$ cat config.mk
export PLATFORM = sky130hd
export DESIGN_NAME = otter_decode_buf_flat
export DESIGN_NICKNAME = d
export VERILOG_FILES = /design/src/rtl/otter_decode_buf_if.sv /design/src/rtl/otter_decode_buf.sv /design/src/flat_wrapper.sv
export SDC_FILE = /design/constraint.sdc
export NUM_CORES = 1
export LEC_CHECK = 0
export ABC_AREA = 1
export CELL_PAD_IN_SITES_DETAIL_PLACEMENT = 1
export CELL_PAD_IN_SITES_GLOBAL_PLACEMENT = 1
export CORE_MARGIN = 2
export CORE_UTILIZATION = 31
export DETAILED_ROUTE_END_ITERATION = 12
export PLACE_DENSITY_LB_ADDON = 0.1
export SLEW_MARGIN = 30
export SYNTH_ARGS = -nofsm -noshare
export SYNTH_HDL_FRONTEND = slang
export SYNTH_SLANG_ARGS = --single-unit
$ cat constraint.sdc
create_clock -name clk -period 4.9 [get_ports clk]
set_clock_uncertainty 0.1 [all_clocks]
set_input_delay 0.98 -clock clk [delete_from_list [all_inputs] [get_ports clk]]
set_output_delay 0.98 -clock clk [all_outputs]
set_load 0.005 [all_outputs]
$ cat src/rtl/otter_decode_buf_if.sv
// Handshake bundle for otter_decode_buf.
//   master : fetch/execute side (drives flush, in_*, out_ready)
//   slave  : the decode buffer (drives in_ready, out_*)
// Optional OTTER_MEXT_EN adds out_mdu.
interface otter_decode_buf_if #(
  parameter int unsigned PC_W  = 32,
  parameter int unsigned TAG_W = 4
);
  logic              flush;
  logic              in_valid;
  logic              in_ready;
  logic [31:0]       in_instr;
  logic [PC_W-1:0]   in_pc;
  logic [TAG_W-1:0]  in_tag;
  logic              out_valid;
  logic              out_ready;
  logic [PC_W-1:0]   out_pc;
  logic [TAG_W-1:0]  out_tag;
  logic [3:0]        out_alu_fun;
  logic              out_alu_srca;
  logic [1:0]        out_alu_srcb;
  logic [1:0]        out_rf_wr_sel;
  logic              out_rf_we;
  logic              out_mem_we;
  logic              out_mem_re;
  logic [2:0]        out_func3;
  logic [2:0]        out_pc_kind;
  logic [4:0]        out_rs1;
  logic [4:0]        out_rs2;
  logic [4:0]        out_rd;
  logic              out_illegal;
`ifdef OTTER_MEXT_EN
  logic              out_mdu;
`endif

  modport master (
    output flush, in_valid, in_instr, in_pc, in_tag, out_ready,
    input  in_ready, out_valid, out_pc, out_tag, out_alu_fun, out_alu_srca,
           out_alu_srcb, out_rf_wr_sel, out_rf_we, out_mem_we, out_mem_re,
           out_func3, out_pc_kind, out_rs1, out_rs2, out_rd, out_illegal
`ifdef OTTER_MEXT_EN
    , input out_mdu
`endif
  );

  modport slave (
    input  flush, in_valid, in_instr, in_pc, in_tag, out_ready,
    output in_ready, out_valid, out_pc, out_tag, out_alu_fun, out_alu_srca,
           out_alu_srcb, out_rf_wr_sel, out_rf_we, out_mem_we, out_mem_re,
           out_func3, out_pc_kind, out_rs1, out_rs2, out_rd, out_illegal
`ifdef OTTER_MEXT_EN
    , output out_mdu
`endif
  );
endinterface

$ cat src/rtl/otter_decode_buf.sv
// OTTER instruction decoder feeding a small bundle FIFO.
// Ports: clk, rst (async, active-high), bus (otter_decode_buf_if.slave):
//   in_*  : instruction + pc + tag offered with valid/ready
//   out_* : head decoded bundle, popped with out_valid & out_ready
//   flush : drops everything buffered plus the same-cycle input
// Optional feature macro: OTTER_MEXT_EN (M-extension decode, out_mdu port).
module otter_decode_buf #(
  parameter int unsigned PC_W      = 32,
  parameter int unsigned BUF_DEPTH = 2,
  parameter int unsigned TAG_W     = 4
) (
  input  logic               clk,
  input  logic               rst,
  otter_decode_buf_if.slave  bus
);
  localparam int unsigned PTR_W = (BUF_DEPTH > 1) ? $clog2(BUF_DEPTH) : 1;
  localparam int unsigned CNT_W = PTR_W + 1;

  localparam logic [6:0] OPC_LUI    = 7'b0110111;
  localparam logic [6:0] OPC_AUIPC  = 7'b0010111;
  localparam logic [6:0] OPC_JAL    = 7'b1101111;
  localparam logic [6:0] OPC_JALR   = 7'b1100111;
  localparam logic [6:0] OPC_BRANCH = 7'b1100011;
  localparam logic [6:0] OPC_LOAD   = 7'b0000011;
  localparam logic [6:0] OPC_STORE  = 7'b0100011;
  localparam logic [6:0] OPC_OP_IMM = 7'b0010011;
  localparam logic [6:0] OPC_OP     = 7'b0110011;
  localparam logic [6:0] OPC_SYSTEM = 7'b1110011;

  typedef struct packed {
    logic [PC_W-1:0]  pc;
    logic [TAG_W-1:0] tag;
    logic [3:0]       alu_fun;
    logic             alu_srca;
    logic [1:0]       alu_srcb;
    logic [1:0]       rf_wr_sel;
    logic             rf_we;
    logic             mem_we;
    logic             mem_re;
    logic [2:0]       func3;
    logic [2:0]       pc_kind;
    logic [4:0]       rs1;
    logic [4:0]       rs2;
    logic [4:0]       rd;
    logic             illegal;
`ifdef OTTER_MEXT_EN
    logic             mdu;
`endif
  } bundle_t;

  logic [6:0] opcode;
  logic [2:0] f3;
  logic [6:0] f7;
  assign opcode = bus.in_instr[6:0];
  assign f3     = bus.in_instr[14:12];
  assign f7     = bus.in_instr[31:25];

  bundle_t dec_c;

  // Instruction decode; unknown opcodes (incl. instr[1:0] != 11) are illegal
  always_comb begin
    dec_c           = '0;
    dec_c.pc        = bus.in_pc;
    dec_c.tag       = bus.in_tag;
    dec_c.func3     = f3;
    dec_c.rs1       = bus.in_instr[19:15];
    dec_c.rs2       = bus.in_instr[24:20];
    dec_c.rd        = bus.in_instr[11:7];
    dec_c.rf_wr_sel = 2'd3;
    case (opcode)
      OPC_LUI: begin
        dec_c.alu_fun  = 4'b1001;
        dec_c.alu_srca = 1'b1;
        dec_c.rf_we    = 1'b1;
      end
      OPC_AUIPC: begin
        dec_c.alu_srca = 1'b1;
        dec_c.alu_srcb = 2'd3;
        dec_c.rf_we    = 1'b1;
      end
      OPC_JAL: begin
        dec_c.alu_srcb  = 2'd1;
        dec_c.rf_wr_sel = 2'd0;
        dec_c.pc_kind   = 3'd3;
        dec_c.rf_we     = 1'b1;
      end
      OPC_JALR: begin
        dec_c.rf_wr_sel = 2'd0;
        dec_c.pc_kind   = 3'd1;
        dec_c.rf_we     = 1'b1;
      end
      OPC_BRANCH: dec_c.pc_kind = 3'd2;
      OPC_LOAD: begin
        dec_c.alu_srcb  = 2'd1;
        dec_c.rf_wr_sel = 2'd2;
        dec_c.rf_we     = 1'b1;
        dec_c.mem_re    = 1'b1;
      end
      OPC_STORE: begin
        dec_c.alu_srcb = 2'd2;
        dec_c.mem_we   = 1'b1;
      end
      OPC_OP_IMM: begin
        // only shifts (f3=101) use f7[5] to pick srl/sra
        dec_c.alu_fun  = (f3 == 3'b101) ? {f7[5], f3} : {1'b0, f3};
        dec_c.alu_srcb = 2'd1;
        dec_c.rf_we    = 1'b1;
      end
      OPC_OP: begin
        dec_c.alu_fun = {f7[5], f3};
        dec_c.rf_we   = 1'b1;
`ifdef OTTER_MEXT_EN
        if (f7 == 7'b0000001) begin
          dec_c.alu_fun = {1'b0, f3};
          dec_c.mdu     = 1'b1;
        end
`endif
      end
      OPC_SYSTEM: begin
        dec_c.alu_fun   = 4'b1001;
        dec_c.rf_wr_sel = 2'd1;
        dec_c.rf_we     = 1'b1;
        dec_c.pc_kind   = (f3 == 3'b000) ? 3'd5 : 3'd0;
      end
      default: dec_c.illegal = 1'b1;
    endcase
    if (dec_c.rd == 5'd0) dec_c.rf_we = 1'b0;
  end

  bundle_t          mem [BUF_DEPTH];
  logic [PTR_W-1:0] wr_ptr;
  logic [PTR_W-1:0] rd_ptr;
  logic [CNT_W-1:0] count;
  logic             in_ready_c;
  logic             out_valid_c;
  logic             push_c;
  logic             pop_c;
  bundle_t          head_c;

  assign in_ready_c  = (count < CNT_W'(BUF_DEPTH));
  assign out_valid_c = (count != '0);
  assign push_c      = bus.in_valid & in_ready_c;
  assign pop_c       = out_valid_c & bus.out_ready;

  // Pointer/count state; flush outranks any same-cycle push/pop
  always_ff @(posedge clk or posedge rst) begin
    if (rst) begin
      wr_ptr <= '0;
      rd_ptr <= '0;
      count  <= '0;
    end else if (bus.flush) begin
      wr_ptr <= '0;
      rd_ptr <= '0;
      count  <= '0;
    end else begin
      if (push_c) wr_ptr <= wr_ptr + PTR_W'(1);
      if (pop_c)  rd_ptr <= rd_ptr + PTR_W'(1);
      case ({push_c, pop_c})
        2'b10:   count <= count + CNT_W'(1);
        2'b01:   count <= count - CNT_W'(1);
        default: count <= count;
      endcase
    end
  end

  // Bundle storage needs no reset; empty slots are never shown
  always_ff @(posedge clk) begin
    if (push_c && !bus.flush) mem[wr_ptr] <= dec_c;
  end

  assign head_c = out_valid_c ? mem[rd_ptr] : '0;

  assign bus.in_ready      = in_ready_c;
  assign bus.out_valid     = out_valid_c;
  assign bus.out_pc        = head_c.pc;
  assign bus.out_tag       = head_c.tag;
  assign bus.out_alu_fun   = head_c.alu_fun;
  assign bus.out_alu_srca  = head_c.alu_srca;
  assign bus.out_alu_srcb  = head_c.alu_srcb;
  assign bus.out_rf_wr_sel = head_c.rf_wr_sel;
  assign bus.out_rf_we     = head_c.rf_we;
  assign bus.out_mem_we    = head_c.mem_we;
  assign bus.out_mem_re    = head_c.mem_re;
  assign bus.out_func3     = head_c.func3;
  assign bus.out_pc_kind   = head_c.pc_kind;
  assign bus.out_rs1       = head_c.rs1;
  assign bus.out_rs2       = head_c.rs2;
  assign bus.out_rd        = head_c.rd;
  assign bus.out_illegal   = head_c.illegal;
`ifdef OTTER_MEXT_EN
  assign bus.out_mdu       = head_c.mdu;
`endif
endmodule

$ cat src/flat_wrapper.sv
// flat-port wrapper written by rule: the top's interface ports become plain ports
module otter_decode_buf_flat 
#(
  parameter int unsigned PC_W      = 32,
  parameter int unsigned BUF_DEPTH = 2,
  parameter int unsigned TAG_W     = 4
)
  (clk, rst, bus_flush, bus_in_valid, bus_in_instr, bus_in_pc, bus_in_tag, bus_out_ready, bus_in_ready, bus_out_valid, bus_out_pc, bus_out_tag, bus_out_alu_fun, bus_out_alu_srca, bus_out_alu_srcb, bus_out_rf_wr_sel, bus_out_rf_we, bus_out_mem_we, bus_out_mem_re, bus_out_func3, bus_out_pc_kind, bus_out_rs1, bus_out_rs2, bus_out_rd, bus_out_illegal);
  otter_decode_buf_if #(.PC_W(PC_W), .TAG_W(TAG_W)) bus_i ();
  input  logic clk;
  input  logic rst;
  input wire logic [$bits(bus_i.flush)-1:0] bus_flush;
  input wire logic [$bits(bus_i.in_valid)-1:0] bus_in_valid;
  input wire logic [$bits(bus_i.in_instr)-1:0] bus_in_instr;
  input wire logic [$bits(bus_i.in_pc)-1:0] bus_in_pc;
  input wire logic [$bits(bus_i.in_tag)-1:0] bus_in_tag;
  input wire logic [$bits(bus_i.out_ready)-1:0] bus_out_ready;
  output wire logic [$bits(bus_i.in_ready)-1:0] bus_in_ready;
  output wire logic [$bits(bus_i.out_valid)-1:0] bus_out_valid;
  output wire logic [$bits(bus_i.out_pc)-1:0] bus_out_pc;
  output wire logic [$bits(bus_i.out_tag)-1:0] bus_out_tag;
  output wire logic [$bits(bus_i.out_alu_fun)-1:0] bus_out_alu_fun;
  output wire logic [$bits(bus_i.out_alu_srca)-1:0] bus_out_alu_srca;
  output wire logic [$bits(bus_i.out_alu_srcb)-1:0] bus_out_alu_srcb;
  output wire logic [$bits(bus_i.out_rf_wr_sel)-1:0] bus_out_rf_wr_sel;
  output wire logic [$bits(bus_i.out_rf_we)-1:0] bus_out_rf_we;
  output wire logic [$bits(bus_i.out_mem_we)-1:0] bus_out_mem_we;
  output wire logic [$bits(bus_i.out_mem_re)-1:0] bus_out_mem_re;
  output wire logic [$bits(bus_i.out_func3)-1:0] bus_out_func3;
  output wire logic [$bits(bus_i.out_pc_kind)-1:0] bus_out_pc_kind;
  output wire logic [$bits(bus_i.out_rs1)-1:0] bus_out_rs1;
  output wire logic [$bits(bus_i.out_rs2)-1:0] bus_out_rs2;
  output wire logic [$bits(bus_i.out_rd)-1:0] bus_out_rd;
  output wire logic [$bits(bus_i.out_illegal)-1:0] bus_out_illegal;
  assign bus_i.flush = bus_flush;
  assign bus_i.in_valid = bus_in_valid;
  assign bus_i.in_instr = bus_in_instr;
  assign bus_i.in_pc = bus_in_pc;
  assign bus_i.in_tag = bus_in_tag;
  assign bus_i.out_ready = bus_out_ready;
  assign bus_in_ready = bus_i.in_ready;
  assign bus_out_valid = bus_i.out_valid;
  assign bus_out_pc = bus_i.out_pc;
  assign bus_out_tag = bus_i.out_tag;
  assign bus_out_alu_fun = bus_i.out_alu_fun;
  assign bus_out_alu_srca = bus_i.out_alu_srca;
  assign bus_out_alu_srcb = bus_i.out_alu_srcb;
  assign bus_out_rf_wr_sel = bus_i.out_rf_wr_sel;
  assign bus_out_rf_we = bus_i.out_rf_we;
  assign bus_out_mem_we = bus_i.out_mem_we;
  assign bus_out_mem_re = bus_i.out_mem_re;
  assign bus_out_func3 = bus_i.out_func3;
  assign bus_out_pc_kind = bus_i.out_pc_kind;
  assign bus_out_rs1 = bus_i.out_rs1;
  assign bus_out_rs2 = bus_i.out_rs2;
  assign bus_out_rd = bus_i.out_rd;
  assign bus_out_illegal = bus_i.out_illegal;
  otter_decode_buf #(.PC_W(PC_W), .BUF_DEPTH(BUF_DEPTH), .TAG_W(TAG_W)) u_core (.clk(clk), .rst(rst), .bus(bus_i));
endmodule
==> results.json <==
{
  "status": "finished, final reports clean",
  "syn_area_per_cell_um2": 12.0,
  "max_freq_mhz": 267,
  "ys_warn_count": 0,
  "crit_fanout": 34,
  "num_antenna_cells": 0,
  "cts_buffers": 17,
  "drt_iter0_markers": 156,
  "die_h_um": 140,
  "synthXorXnorAreaFrac_pct": 0,
  "hold_path_class": "reg2reg",
  "holdPathStages": 2,
  "netlist_instances": 478,
  "cp.depth": 5,
  "nNetsFinal": 694,
  "critPathRequiredTime_ns": 3.82,
  "p_comb_share_pct": 23.2,
  "p_seq_share_pct": 39.9,
  "syn_area_um2": 5730,
  "cts_tree": "built",
  "htree_levels": 4,
  "fin_crit_sh_pct": 76.5,
  "power-per-cell-area_nw_per_um2": 457,
  "worstSkewPairLatency_ns": 0.41,
  "post_cts_resized": 0,
  "yosysTopAreaCell": "edfxtp_1",
  "crit_start": "u_core.rd_ptr",
  "p_int_uw": 2700,
  "grt_overflow": 0,
  "worst_hold_slack_ns": 0.522,
  "synth_top_cells_by_area": "edfxtp_1 (73%), nand2_1 (11%), a21oi_1 (6.5%), dfrtp_1 (1.7%), buf_2 (1.3%)",
  "synth_fp_nets": 551,
  "vias_per_cell": 4.67,
  "port_buffers": 138,
  "fin_crit_ns": 3.75,
  "hpwlAfterDp_mm": 9.22,
  "critPathTopFamily": "buffers and inverters",
  "total_power_uw": 3660,
  "start_util_pct": 31.8,
  "r2r_end": "u_core.mem[0][31]",
  "p_leak_uw": 0.00290,
  "ios": 145,
  "critPathKind": "reg2out",
  "place_area_um2": 7390,
  "rsz0062_at_grt": "false",
  "ir_drop_uv": 263,
  "seq_area_frac_synth_pct": 75.1,
  "antenna_found_initial": 0,
  "drv_slew": 0,
  "crit_path_end_kind": "output pin",
  "synth_top_area_share_pct": 73.3,
  "core_area_um2": 18000,
  "worstRegToRegCells": 6,
  "synth.area.mux_share_pct": 0,
  "drt-total-wl_mm": 14.7,
  "fin_area_um2": 8010,
  "cap_violations": 0,
  "globalplace.congestion": 0.796,
  "max_stage_delay_ns": 0.56,
  "syn2layout_area_growth_pct": 39.7,
  "synth-simple-area-share_pct": 14.5,
  "ff2ff_setup_slack_ns": 2.85,
  "synth_compound_area_share_pct": 7.09,
  "dp.cells": 831,
  "cts-root-buf": "clkbuf_16",
  "grt_pass1_vias": 4383,
  "num_rows": 49,
  "hold_viol_final": 0,
  "dr.pass1.iters": 4,
  "path_buf_inv": 3,
  "yosysUniqueCellTypes": 20,
  "cp.arrival_ns": 2.67,
  "drive_gt1_share_pct": 7.89,
  "synth_top_family_by_area": "simple AND/OR/NAND/NOR gates",
  "fin_cells": 863,
  "min_from": "u_core.count[1]",
  "cts.sinks": 144,
  "p_switching_uw": 963,
  "worst_setup_path_start_kind": "flop",
  "grt_max_degree": 71,
  "synth-seq-cells": 144,
  "tns_ns": 0,
  "clk_pin_slew_ns": 0.06,
  "rr_startpoint": "u_core.count[1]",
  "setup_viol": 0,
  "grt_pass1_wl_mm": 23.3,
  "slew_headroom_pct": 44.9,
  "num_vias": 4028,
  "die-area_um2": 19600,
  "grt_usage_pct": 15.5,
  "pwr-share-clk_pct": 36.9,
  "worstHoldEndpoint": "u_core.count[1]",
  "cts_setup_buffers": 0,
  "ant_nets": 0,
  "drc_errors": 0,
  "worst_pin_slew_ns": 0.826,
  "wl_per_cell_um": 17.1,
  "slowest_stage": "clkdlybuf4s50_1",
  "synthAdderAreaFrac_pct": 0,
  "cp_cell_sequence": "inv_2 -> buf_4 -> nand2_1 -> a21oi_1 -> clkdlybuf4s50_1",
  "die_w_um": 140,
  "cts.path.max_buffers": 2,
  "p_sw_share_pct": 26.3,
  "hold_buffers": 0
}
-- power groups by stage --
stage | clock network [µW] | logic, µW | registers, µW
after floorplan | 0 | 349 | 1480
after global placement | 0 | 859 | 1480
after detailed placement | 0 | 873 | 1490
after CTS | 1390 | 878 | 1460
after global routing | 1430 | 936 | 1470
final | 1350 | 847 | 1460
-- flip-flops by register name (all words and copies together) (netlist names) --
register	count
u_core.mem	140
u_core.wr_ptr	1
u_core.rd_ptr	1
u_core.count	2
-- cells by family after synthesis --
group / count (synthesis)
AND/OR/NAND/NOR: 209
buffers and inverters: 45
AO/OA/AOI/OAI: 80
flip-flops: 144
-- worst register-to-register path, cell delays in order (launching register included) --
cell and delay, ns:
dfrtp_1 0.44, inv_2 0.10, nand2_1 0.11, inv_1 0.10, nand2_1 0.15, nor2_4 0.13
buf_4 0.50
-- synthesized netlist by cell type (all sizes together) --
cell	n
clkbuf	6
nand3	9
nor2	17
a21oi	74
edfxtp	140
nor3b	1
o21a	1
buf	16
inv	23
nor3	5
dfrtp	4
nand4	2
o21ai	5
nand2	175
-- cell type report --
| type | count | area, µm² |
|---|---|---|
| Fill cell | 1911 | 10000 |
| Multi-Input combinational cell | 289 | 1260 |
| Clock buffer | 19 | 433 |
| Inverter | 23 | 86.3 |
| Timing Repair Buffer | 146 | 1450 |
| Sequential cell | 144 | 4310 |
| Clock inverter | 13 | 188 |
| Tap cell | 229 | 287 |
-- worst max path at each step --
stage                  endpoint  slack (ns)
2_1_floorplan  u_core.mem[0][0]        0.19
3_3_place_gp     bus_out_mem_we        1.49
3_5_place_dp     bus_out_mem_we        1.52
4_1_cts          bus_out_mem_we        1.04
5_1_grt          bus_out_mem_we        0.92
6_report         bus_out_mem_we        1.15
-- placed cells by master, fill, tap and decap left out, types with 2 or more instances in the layout --
master	n
clkinv_4	4
bufinv_16	4
inv_2	3
dfrtp_1	3
inv_1	20
nor2_1	10
o21ai_0	4
clkbuf_1	2
nor2_2	3
nor3_1	5
clkdlybuf4s50_1	138
a21oi_1	74
clkinvlp_4	2
buf_4	7
nand2_1	174
nand4_1	2
edfxtp_1	140
nor2_4	4
nand3_1	9
clkbuf_16	17
-- layer usage --
layer / global-route usage, % / share of wire (%) / up-vias
met5: 0 / 0 / -
met4: 5.00 / 1.4 / 0
met3: 3.45 / 3.8 / 18
met2: 27.7 / 53 / 79
met1: 18.6 / 42 / 1987
li1: - / - / 1944
-- metrics by stage --
stage,setup slack (ns),utilization (%)
after floorplan,0.192,-
after global placement,1.49,41.0
after detailed placement,1.52,41.0
after CTS,1.04,44.4
after global routing,0.924,44.4
final,1.15,44.4
Note: power is estimated with default switching activity, not from simulation.
